`config.mk`:
```
export PLATFORM = sky130hd
export DESIGN_NAME = parking_gate_arbiter
export DESIGN_NICKNAME = d
export VERILOG_FILES = /design/src/rtl/parking_gate_arbiter.sv
export SDC_FILE = /design/constraint.sdc
export NUM_CORES = 1
export LEC_CHECK = 0
export BUFFER_PORTS_ARGS = -buffer_cell sky130_fd_sc_hd__buf_2
export CORE_MARGIN = 8
export CORE_UTILIZATION = 30
export DETAILED_ROUTE_END_ITERATION = 10
export GPL_TIMING_DRIVEN = 0
export PLACE_DENSITY = 0.55
export RECOVER_POWER = 25
export SYNTH_ARGS = -nofsm -noshare
export SYNTH_HDL_FRONTEND = slang
export SYNTH_SLANG_ARGS = --single-unit
```
`constraint.sdc`:
```
create_clock -name clk -period 4.4 [get_ports clk]
set_clock_uncertainty 0.1 [all_clocks]
set_input_delay 0.88 -clock clk [delete_from_list [all_inputs] [get_ports clk]]
set_output_delay 0.88 -clock clk [all_outputs]
set_load 0.05 [all_outputs]
```
`src/rtl/parking_gate_arbiter.sv`:
```
// Ramp barrier arbiter: serves entry/exit queues one at a time, sequencing open -> wait for car -> close.
// Optional build macro ARB_EXIT_PRIORITY_EN: exit wins simultaneous requests instead of round-robin.
module parking_gate_arbiter #(
  parameter int CW       = 3,
  parameter int CAPACITY = 7,
  parameter int MOVE_CYC = 4,
  parameter int TIMEOUT  = 32
) (
  input  logic          clk,
  input  logic          reset,
  input  logic          req_in,
  input  logic          req_out,
  input  logic          car_in,
  input  logic          car_out,
  input  logic [CW-1:0] count,
  output logic          gate_open,
  output logic          grant_in,
  output logic          grant_out,
  output logic          full,
  output logic          timeout_err
);

  localparam int TMAX = (MOVE_CYC > TIMEOUT) ? MOVE_CYC : TIMEOUT;
  localparam int TW   = $clog2(TMAX + 1);
  localparam logic [TW-1:0] MOVE_LAST = TW'(MOVE_CYC - 1);
  localparam logic [TW-1:0] WAIT_LAST = TW'(TIMEOUT - 1);
  localparam logic [31:0]   CAP32     = 32'(CAPACITY);

  typedef enum logic [1:0] {
    IDLE      = 2'd0,
    OPENING   = 2'd1,
    WAIT_PASS = 2'd2,
    CLOSING   = 2'd3
  } state_t;

  typedef enum logic {
    DIR_IN  = 1'b0,
    DIR_OUT = 1'b1
  } dir_t;

  state_t        state, state_nxt;
  dir_t          last_served, last_nxt;
  logic [TW-1:0] timer, timer_nxt;
  logic          pass_seen, pass_seen_nxt;
  logic          gate_nxt, gin_nxt, gout_nxt, terr_nxt, full_nxt;

  logic [31:0]   count_ext;
  logic          elig_in, elig_out, pick_out, match;

  // Widen count so a CAPACITY beyond the count range simply never reads as full.
  assign count_ext = 32'(count);
  assign elig_in   = req_in & (count_ext < CAP32);
  assign elig_out  = req_out;
  assign full_nxt  = (count_ext >= CAP32);
  assign match     = grant_in ? car_in : car_out;

`ifdef ARB_EXIT_PRIORITY_EN
  assign pick_out = elig_out;
`else
  assign pick_out = elig_out & (~elig_in | (last_served == DIR_IN));
`endif

  always_ff @(posedge clk or negedge reset) begin
    if (!reset) begin
      state       <= IDLE;
      last_served <= DIR_OUT;
      timer       <= '0;
      pass_seen   <= 1'b0;
      gate_open   <= 1'b0;
      grant_in    <= 1'b0;
      grant_out   <= 1'b0;
      full        <= 1'b0;
      timeout_err <= 1'b0;
    end else begin
      state       <= state_nxt;
      last_served <= last_nxt;
      timer       <= timer_nxt;
      pass_seen   <= pass_seen_nxt;
      gate_open   <= gate_nxt;
      grant_in    <= gin_nxt;
      grant_out   <= gout_nxt;
      full        <= full_nxt;
      timeout_err <= terr_nxt;
    end
  end

  always_comb begin
    state_nxt     = state;
    last_nxt      = last_served;
    timer_nxt     = timer;
    pass_seen_nxt = pass_seen;
    gate_nxt      = gate_open;
    gin_nxt       = grant_in;
    gout_nxt      = grant_out;
    terr_nxt      = 1'b0;

    case (state)
      IDLE: begin
        if (elig_in | elig_out) begin
          state_nxt     = OPENING;
          timer_nxt     = '0;
          pass_seen_nxt = 1'b0;
          gate_nxt      = 1'b1;
          gin_nxt       = ~pick_out;
          gout_nxt      = pick_out;
          last_nxt      = pick_out ? DIR_OUT : DIR_IN;
        end
      end

      // A car that slips through while the arm is still rising is remembered here.
      OPENING: begin
        if (match) pass_seen_nxt = 1'b1;
        if (timer == MOVE_LAST) begin
          state_nxt = WAIT_PASS;
          timer_nxt = '0;
        end else begin
          timer_nxt = timer + TW'(1);
        end
      end

      WAIT_PASS: begin
        if (match | pass_seen) begin
          state_nxt     = CLOSING;
          timer_nxt     = '0;
          gate_nxt      = 1'b0;
          pass_seen_nxt = 1'b0;
        end else if (timer == WAIT_LAST) begin
          state_nxt = CLOSING;
          timer_nxt = '0;
          gate_nxt  = 1'b0;
          terr_nxt  = 1'b1;
        end else begin
          timer_nxt = timer + TW'(1);
        end
      end

      CLOSING: begin
        if (timer == MOVE_LAST) begin
          state_nxt = IDLE;
          timer_nxt = '0;
          gin_nxt   = 1'b0;
          gout_nxt  = 1'b0;
        end else begin
          timer_nxt = timer + TW'(1);
        end
      end

      default: begin
        state_nxt = IDLE;
        gate_nxt  = 1'b0;
        gin_nxt   = 1'b0;
        gout_nxt  = 1'b0;
      end
    endcase
  end

endmodule

```
==> results of run 1 <==
## area by class of cell
| type | count | area (µm²) |
|---|---|---|
| Inverter | 5 | 18.8 |
| Sequential cell | 15 | 377 |
| Buffer | 1 | 7.51 |
| Clock buffer | 4 | 26.3 |
| Tap cell | 33 | 41.3 |
| Timing Repair Buffer | 13 | 63.8 |
| Multi-Input combinational cell | 70 | 495 |
| Fill cell | 324 | 1920 |
## tightest hold or removal path, cell delays in order, from the launching register on
cell	delay [ns]
dfrtp_1	0.37
o21ai_1	0.07
nand2_1	0.05
## cell usage after synthesis
library cell and n:
a211oi_1 1, a211oi_2 1, a21o_1 1, a21oi_1 7, a31oi_1 1, and2_1 1, and2b_1 1, and3_1 1
and3_2 1, buf_4 1, dfrtp_1 14, dfstp_2 1, ha_1 6, inv_1 4, inv_2 1, mux2i_1 1
nand2_1 12, nand2_2 1, nand2b_1 1, nand2b_4 1, nand3_1 4, nor2_1 2, nor2b_1 1, nor3_1 1
nor3_2 1, nor4_1 1, o211a_1 1, o21ai_0 4, o21ai_1 5, o21bai_1 1, o21bai_4 1, o22a_4 1
o2bb2ai_1 4, o311a_2 1, o32a_1 1, or2b_1 2, or3_1 1, or3_4 1
## flip-flops by register name (all words and copies together) (netlist names)
name / cells
full: 1
gate_open: 1
grant_in: 1
grant_out: 1
last_served: 1
pass_seen: 1
state: 2
timeout_err: 1
timer: 6
## layout by cell type, fill, tap and decap left out, drive strengths merged, types with 2 or more instances in the layout
cell type	instances
inv	5
a21oi	7
dfrtp	14
and3	2
or3	2
clkbuf	5
nand2b	2
o2bb2ai	4
or2b	2
o21ai	9
nand3	4
nor2	2
a211oi	2
o21bai	2
nand2	13
ha	6
buf	13
nor3	2
## path summary, 6_finish.rpt
path,start,end,slack [ns],cells after the start
worst max register to register,state[1]$_DFFE_PN0P_,timer[4]$_DFFE_PN0N_,2.36,8
min in group asynchronous,reset,state[0]$_DFFE_PN0P_,0.58,1
worst min-delay path,gate_open$_DFFE_PN0P_,gate_open$_DFFE_PN0P_,0.42,2
worst max-delay path,state[1]$_DFFE_PN0P_,timer[4]$_DFFE_PN0N_,2.36,8
max in group asynchronous,reset,timer[0]$_DFFE_PN0N_,3.09,1
worst min register to register,gate_open$_DFFE_PN0P_,gate_open$_DFFE_PN0P_,0.42,2
## per-layer routing
layer,wire length (µm),vias up
li1,-,363
met1,844,334
met2,886,4
met3,62,2
met4,17,0
met5,0,-
## per-stage QoR
step / instances / instance area (µm²) / setup WS, ns / hold slack [ns] / total power [mW]
finish: 141 / 1030 / 2.36 / 0.415 / 0.648
floorplan: 91 / 898 / 2.40 / 0.363 / 0.499
CTS: 141 / 1030 / 2.31 / 0.402 / 0.658
detailed placement: 137 / 1000 / 2.06 / 0.398 / 0.575
global placement: 137 / 1000 / 2.10 / 0.385 / 0.567
global route: 141 / 1030 / 2.19 / 0.449 / 0.707
## cells by family (layout without fill, tap and decap cells)
family / count (synthesis) / count (layout)
simple gates: 33 / 33
compound gates: 30 / 30
flops: 15 / 15
fa+ha+maj: 6 / 6
buf+inv: 6 / 23
mux: 1 / 1
## where the power goes
| part | internal [mW] | leakage (nW) | switching [mW] |
|---|---|---|---|
| sequential | 0.181 | 0.193 | 0.0338 |
| combinational | 0.147 | 0.276 | 0.205 |
| clock | 0.0352 | 0.0150 | 0.0456 |
==> results_dict.tcl, run 1 <==
set metrics [dict create \
    hp-class "reg2reg" \
    via_per_inst 4.99 \
    worst_ep_arrival_time_ns 2.12 \
    ctsHoldBuffers 0 \
    syn-instance-count 91 \
    via_count 703 \
    busiest_layer "met2" \
    hold_viol 0 \
    start_util_pct 30.4 \
    die_w_um 70.7 \
    cts_sinks 15 \
    die_area_um2 5000 \
    synth_warnings 0 \
    numPortBuffers 13 \
    drt_wl_total_um 1810 \
    critical_path.startpoint_type "flop" \
    synthMuxAreaShare_pct 1.11 \
    setup_viol 0 \
    synth.top_cell.area_share_pct 39.0 \
    tightest_slew_ns 0.872 \
    cts_tree "built" \
    power.density_nw_per_um2 629 \
    drt_iter0_markers 18 \
    ir_drop_uv 197 \
    syn_nets 106 \
    globalRouteOverflowTotal 0 \
    grt_pass1_wl_um 3100 \
    die_h_um 70.7 \
    final.setup.tns_ns 0 \
    drive_gt1_share_pct 25.0 \
    crit_type "reg2reg" \
    cts_buffers 3 \
    drtAntennaViolNets 0 \
    crit_path_end_kind "flop" \
    place_congestion 0.756 \
    synth_compound_gate_area_share_pct 24.9 \
    cts-htree-levels 1 \
    antenna_found_initial 0 \
    synth_seq_cells 15 \
    hpwlAfterDp_um 1410 \
    root_buffer "clkbuf_4" \
    clk_latency_ns 0.28 \
    wire_per_inst_um 12.8 \
    status "finished, final reports clean" \
    netlist_top_cells_area "dfrtp_1, ha_1, nand2_1" \
    cp.required_ns 4.48 \
    core-area_um2 2950 \
    grt_pass1_vias 700 \
    grt.total_usage_pct 7.67 \
    io_pins 14 \
    worstPathMaxFanout 9 \
    crit_slowest_cell "a211oi_2" \
    crit_buf_inv 3 \
    cts_buffer_depth 2 \
    synth_top_family_by_area "compound AO/OA/AOI/OAI gates" \
    nets 124 \
    fp-row-count 20 \
    synth-adder-area-share_pct 8.36 \
    drv_slew 0 \
    synth_top_cell_by_area "dfrtp_1" \
    maxCapViolCount 0 \
    grt_max_degree 16 \
    cts_resized 0 \
    post-route-min-period_ns 2.04 \
    drcViolationCount 0 \
    grtUsageMet2_pct 12.9 \
    worst_path_dominant_cell_family "compound AO/OA/AOI/OAI gates" \
    fin_util_pct 34.9 \
    post_cts_buffers 0 \
    synthSimpleGateAreaFrac_pct 20.8 \
    synth.distinct_cells 38 \
    leakage_nw 0.485 \
    avgSynthCellArea_um2 9.87 \
    rsz0062_at_grt "false" \
    grt.met1_usage_pct 8.57 \
    syn_area_um2 898 \
    drtPass1Iterations 2 \
    clock.fmax_mhz 490 \
    cp_cell_sequence "inv_1 -> ha_1 -> buf_4 -> inv_2 -> a211oi_2 -> or3_1 -> a211oi_1 -> a21o_1" \
    timing.slew.headroom_pct 41.9 \
    gr-usage-met3_pct 2.12 \
    ys_seq_area_share_pct 41.9 \
    path_clk_slew_ns 0.10 \
    diodes 0 \
    synth-xor-area-share_pct 0 \
    area_delta_synth_final_pct 14.6 \
    critical-path-max-stage-delay_ns 0.49 \
    fin_crit_sh_pct 46.4 \
]
(Power assumes the default switching activity.)
==> run 2, diff against run 1 <==
- PLACE_DENSITY: 0.55 -> 0.56
- clock period: 4.4 -> 1.75 ns (I/O delays scaled with it)
==> results_dict.tcl, run 2 (synthesized netlist as in run 1, its figures left out) <==
set metrics [dict create \
    dp_cells 137 \
    core-area_um2 2950 \
    switchingPower_uw 841 \
    die_h_um 70.7 \
    cts-htree-levels 1 \
    timing.slew.headroom_pct 41.6 \
    worst_path_dominant_cell_family "compound AO/OA/AOI/OAI gates" \
    post-route-min-period_ns 1.72 \
    power.density_nw_per_um2 1610 \
    cts_buffer_depth 2 \
    drive_gt1_share_pct 44.6 \
    path_clk_slew_ns 0.10 \
    clk_latency_ns 0.29 \
    via_per_inst 4.99 \
    hold_ws_ns 0.294 \
    drtAntennaViolNets 0 \
    crit_slowest_cell "dfrtp_1" \
    r2r-start "timer[1]$_DFFE_PN0N_" \
    die_area_um2 5000 \
    regMostFlops "timer" \
    critical_path.startpoint_type "flop" \
    drt_wl_total_um 2090 \
    place_area_um2 1010 \
    reg2reg_depth 6 \
    rsz0062_at_grt "true" \
    final.setup.tns_ns 0 \
    wire_per_inst_um 13.5 \
    root_buffer "clkbuf_4" \
    whs_endpoint "last_served$_DFFE_PN1P_" \
    start_util_pct 30.4 \
    pwr-share-seq_pct 27.5 \
    min-delay-start "req_out" \
    grt_pass1_wl_um 3410 \
    sw_frac_of_total_pct 42.6 \
    drt_iter0_markers 15 \
    final_cell_count_no_fill 154 \
    pwr-share-clk_pct 10.4 \
    grt_max_degree 16 \
    numPortBuffers 13 \
    clock.fmax_mhz 583 \
    drcViolationCount 0 \
    crit_start "timer[1]$_DFFE_PN0N_" \
    cp.required_ns 1.82 \
    globalRouteOverflowTotal 0 \
    final_cell_mix "buf_4, nand2_1, dfrtp_1, buf_2" \
    antenna_found_initial 0 \
    via_count 769 \
    r2r_slack_ns 0.03 \
    hpwlAfterDp_um 1420 \
    cts_sinks 15 \
    fin_crit_sh_pct 98.0 \
    r2r-end "timer[2]$_DFFE_PN0N_" \
    biggestRegsByFlops "timer: 6 flops, state: 2 flops" \
    cp_cell_sequence "ha_4 -> or2b_1 -> o22a_4 -> o21bai_4 -> nand2b_4 -> o2bb2ai_1" \
    pwr-share-comb_pct 62.1 \
    ir_drop_uv 664 \
    worstPathMaxFanout 5 \
    io_pins 14 \
    cts_tree "built" \
    cts_buffers 3 \
    hp-class "in2reg" \
    largest_reg_flops 6 \
    final_area_um2 1220 \
    drtPass1Iterations 4 \
    critical-path-max-stage-delay_ns 0.41 \
    place_congestion 0.769 \
    fp-row-count 20 \
    crit_type "reg2reg" \
    p_int_mw 1.13 \
    leakage_nw 0.546 \
    status "finished, final reports clean" \
    crit_path_end_kind "flop" \
    grt.total_usage_pct 8.23 \
    nets 137 \
    min_path_cells 3 \
    tightest_slew_ns 0.876 \
    crit_buf_inv 0 \
    hold_viol 0 \
    area_delta_synth_final_pct 36.2 \
    maxCapViolCount 0 \
    worst_ep_arrival_time_ns 1.79 \
    die_w_um 70.7 \
    grt_pass1_vias 753 \
    setup_viol 0 \
    final_common_cell "buf_4" \
    drv_slew 0 \
    diodes 0 \
]
run 2: per-stage QoR:
stage	utilization [%]	setup WS [ns]	power (mW)
after floorplan	-	0.0190	1.26
after global placement	34.1	-0.216	1.42
after detailed placement	34.1	-0.278	1.45
after CTS	38.0	0.00468	1.79
after global routing	41.4	-0.0386	2.13
final	41.4	0.0344	1.98
run 2: worst max path at each step:
stage	depth (start not counted)	to	slack, ns
4_1_cts	6	timer[3]$_DFFE_PN0N_	0.005
3_3_place_gp	8	timer[4]$_DFFE_PN0N_	-0.22
2_1_floorplan	8	timer[4]$_DFFE_PN0N_	0.02
3_5_place_dp	8	timer[4]$_DFFE_PN0N_	-0.28
5_1_grt	6	timer[2]$_DFFE_PN0N_	-0.04
6_report	6	timer[2]$_DFFE_PN0N_	0.03
run 2: routing by layer:
layer / vias up / GRT usage [%] / wire length, µm
met3: 4 / 2.12 / 72
met5: - / 0 / 0
li1: 387 / - / -
met2: 10 / 14.4 / 1100
met1: 368 / 9.42 / 892
met4: 0 / 2.77 / 23
run 2: worst reg2reg max path: stages (launching register included):
cell and delay, ns:
dfrtp_1 0.41, ha_4 0.16, or2b_1 0.27, o22a_4 0.25
o21bai_4 0.19, nand2b_4 0.17, o2bb2ai_1 0.07
run 2: timing repair:
| item | in CTS | in global routing |
|---|---|---|
| hold endpoints to repair | 14 | 0 |
| hold buffers | 1 | 0 |
| pin swaps | 2 | 7 |
| setup buffers | 6 | 7 |
| resized for setup | 8 | 16 |
| setup endpoints to repair | 9 | 5 |
run 2: area by class of cell:
cell class                      count  area, µm²
Tap cell                           33       41.3
Clock buffer                        4       26.3
Fill cell                         291       1730
Inverter                            5       23.8
Sequential cell                    15        379
Timing Repair Buffer               27        171
Multi-Input combinational cell     70        582
run 2: power groups by stage:
stage | Sequential (mW) | Combinational, mW | Clock [mW]
floorplan | 0.642 | 0.614 | 0
global placement | 0.543 | 0.880 | 0
detailed placement | 0.551 | 0.897 | 0
CTS | 0.536 | 1.04 | 0.209
global route | 0.560 | 1.34 | 0.225
finish | 0.543 | 1.23 | 0.205
==> run 3, diff against run 2 <==
- CAP_MARGIN: unset -> 30
- PLACE_DENSITY: 0.56 -> 0.49
==> results_dict.tcl, run 3 (synthesized netlist as in run 1, its figures left out) <==
set metrics [dict create \
    root_buffer "clkbuf_4" \
    hp-class "in2reg" \
    drcViolationCount 0 \
    antenna_found_initial 0 \
    crit_start "state[1]$_DFFE_PN0P_" \
    cp.required_ns 1.84 \
    r2r-start "state[1]$_DFFE_PN0P_" \
    power.total_mw 1.94 \
    post-route-min-period_ns 1.71 \
    worst_path_dominant_cell_family "flip-flops" \
    hpwlAfterDp_um 1450 \
    via_count 752 \
    drtPass1Iterations 2 \
    ir_drop_uv 419 \
    min-delay-start "req_out" \
    cts_buffers 3 \
    final_common_cell "dfrtp_1" \
    path_clk_slew_ns 0.10 \
    cts-htree-levels 1 \
    status "finished, final reports clean" \
    leakage_nw 0.534 \
    power.density_nw_per_um2 1630 \
    numPortBuffers 13 \
    die_w_um 70.7 \
    fp-row-count 20 \
    timing.final.ws_setup_ns 0.0433 \
    grt_pass1_vias 757 \
    crit_type "reg2reg" \
    nets 134 \
    drive_gt1_share_pct 39.8 \
    die_area_um2 5000 \
    tightest_slew_ns 0.860 \
    critical_path.startpoint_type "flop" \
    area_delta_synth_final_pct 32.5 \
    timing.slew.headroom_pct 42.6 \
    cp_cell_sequence "buf_6 -> ha_4 -> and2b_2 -> o311a_4 -> o21bai_4 -> nand2b_4 -> o2bb2ai_1" \
    largest_reg_flops 6 \
    place_congestion 0.709 \
    maxCapViolCount 0 \
    clock.fmax_mhz 586 \
    crit_buf_inv 1 \
    fin_crit_sh_pct 97.5 \
    clk_latency_ns 0.29 \
    io_pins 14 \
    die_h_um 70.7 \
    final_cell_mix "dfrtp_1, nand2_1, buf_2" \
    drv_slew 0 \
    globalRouteOverflowTotal 0 \
    cts_buffer_depth 2 \
    grt_max_degree 16 \
    grt_pass1_wl_um 3530 \
    worstPathMaxFanout 5 \
    worst_ep_arrival_time_ns 1.79 \
    diodes 0 \
    crit_path_end_kind "flop" \
    cts_tree "built" \
    critical-path-max-stage-delay_ns 0.41 \
    core-area_um2 2950 \
    cts_sinks 15 \
    setup_viol 0 \
    wire_per_inst_um 14.4 \
    crit_slowest_cell "dfrtp_1" \
    drt_wl_total_um 2170 \
    drtAntennaViolNets 0 \
    dp_slack_ns -0.305 \
    grt.total_usage_pct 8.76 \
    via_per_inst 4.98 \
    biggestRegsByFlops "timer: 6 flops, state: 2 flops" \
    drt_iter0_markers 24 \
    hold_viol 0 \
    rsz0062_at_grt "true" \
    start_util_pct 30.4 \
    regMostFlops "timer" \
]
[run 3: area by class of cell]
type                            instances  area (µm²)
Timing Repair Buffer                   24         153
Tap cell                               33        41.3
Multi-Input combinational cell         70         571
Sequential cell                        15         378
Clock buffer                            4        26.3
Fill cell                             308        1760
Inverter                                5        21.3
[run 3: through the flow]
stage                     cells  utilization, %  hold slack (ns)  area [µm²]  TNS (ns)
final                       151            40.3            0.280        1190         0
after global routing        151            40.3            0.304        1190   -0.0418
after CTS                   149            38.1            0.280        1130         0
after detailed placement    137            34.1            0.184        1010     -1.29
after global placement      137            34.1            0.186        1010    -0.864
after floorplan              91               -          -0.0456         900         0
[run 3: worst paths after layout]
kind | end | slack (ns) | cells after the start
setup / recovery | timer[2]$_DFFE_PN0N_ | 0.04 | 7
max in group asynchronous | grant_in$_DFFE_PN0P_ | 0.39 | 2
hold reg to reg | grant_out$_DFFE_PN0P_ | 0.42 | 1
hold / removal | last_served$_DFFE_PN1P_ | 0.28 | 3
setup reg to reg | timer[2]$_DFFE_PN0N_ | 0.04 | 7
min in group asynchronous | state[1]$_DFFE_PN0P_ | 0.57 | 2
[run 3: power breakdown]
group	internal, mW	total, mW	switching (mW)
registers	0.457	0.537	0.0791
logic	0.550	1.19	0.638
clock network	0.0888	0.214	0.125
[run 3: per-layer routing]
layer | up-vias | track usage (%) | routed length (µm)
li1 | 383 | - | -
met2 | 11 | 13.5 | 1050
met4 | 0 | 4.16 | 39
met1 | 353 | 10.7 | 966
met3 | 5 | 2.97 | 112
met5 | - | 0 | 0
[run 3: worst reg2reg max path: cells and delay by family, from the launching register on]
| kind | cells | cell delay [ns] |
|---|---|---|
| flip-flops | 1 | 0.41 |
| AO/OA/AOI/OAI | 3 | 0.41 |
| AND/OR/NAND/NOR | 2 | 0.39 |
| adder cells (fa/ha/maj) | 1 | 0.16 |
| buffers and inverters | 1 | 0.13 |
[run 3: what timing repair did]
item,CTS,global route
endpoints found under the setup margin,9,8
pin swaps,3,4
hold buffers,1,0
hold endpoints to repair,14,0
gates resized for setup,8,11
setup buffers,7,3
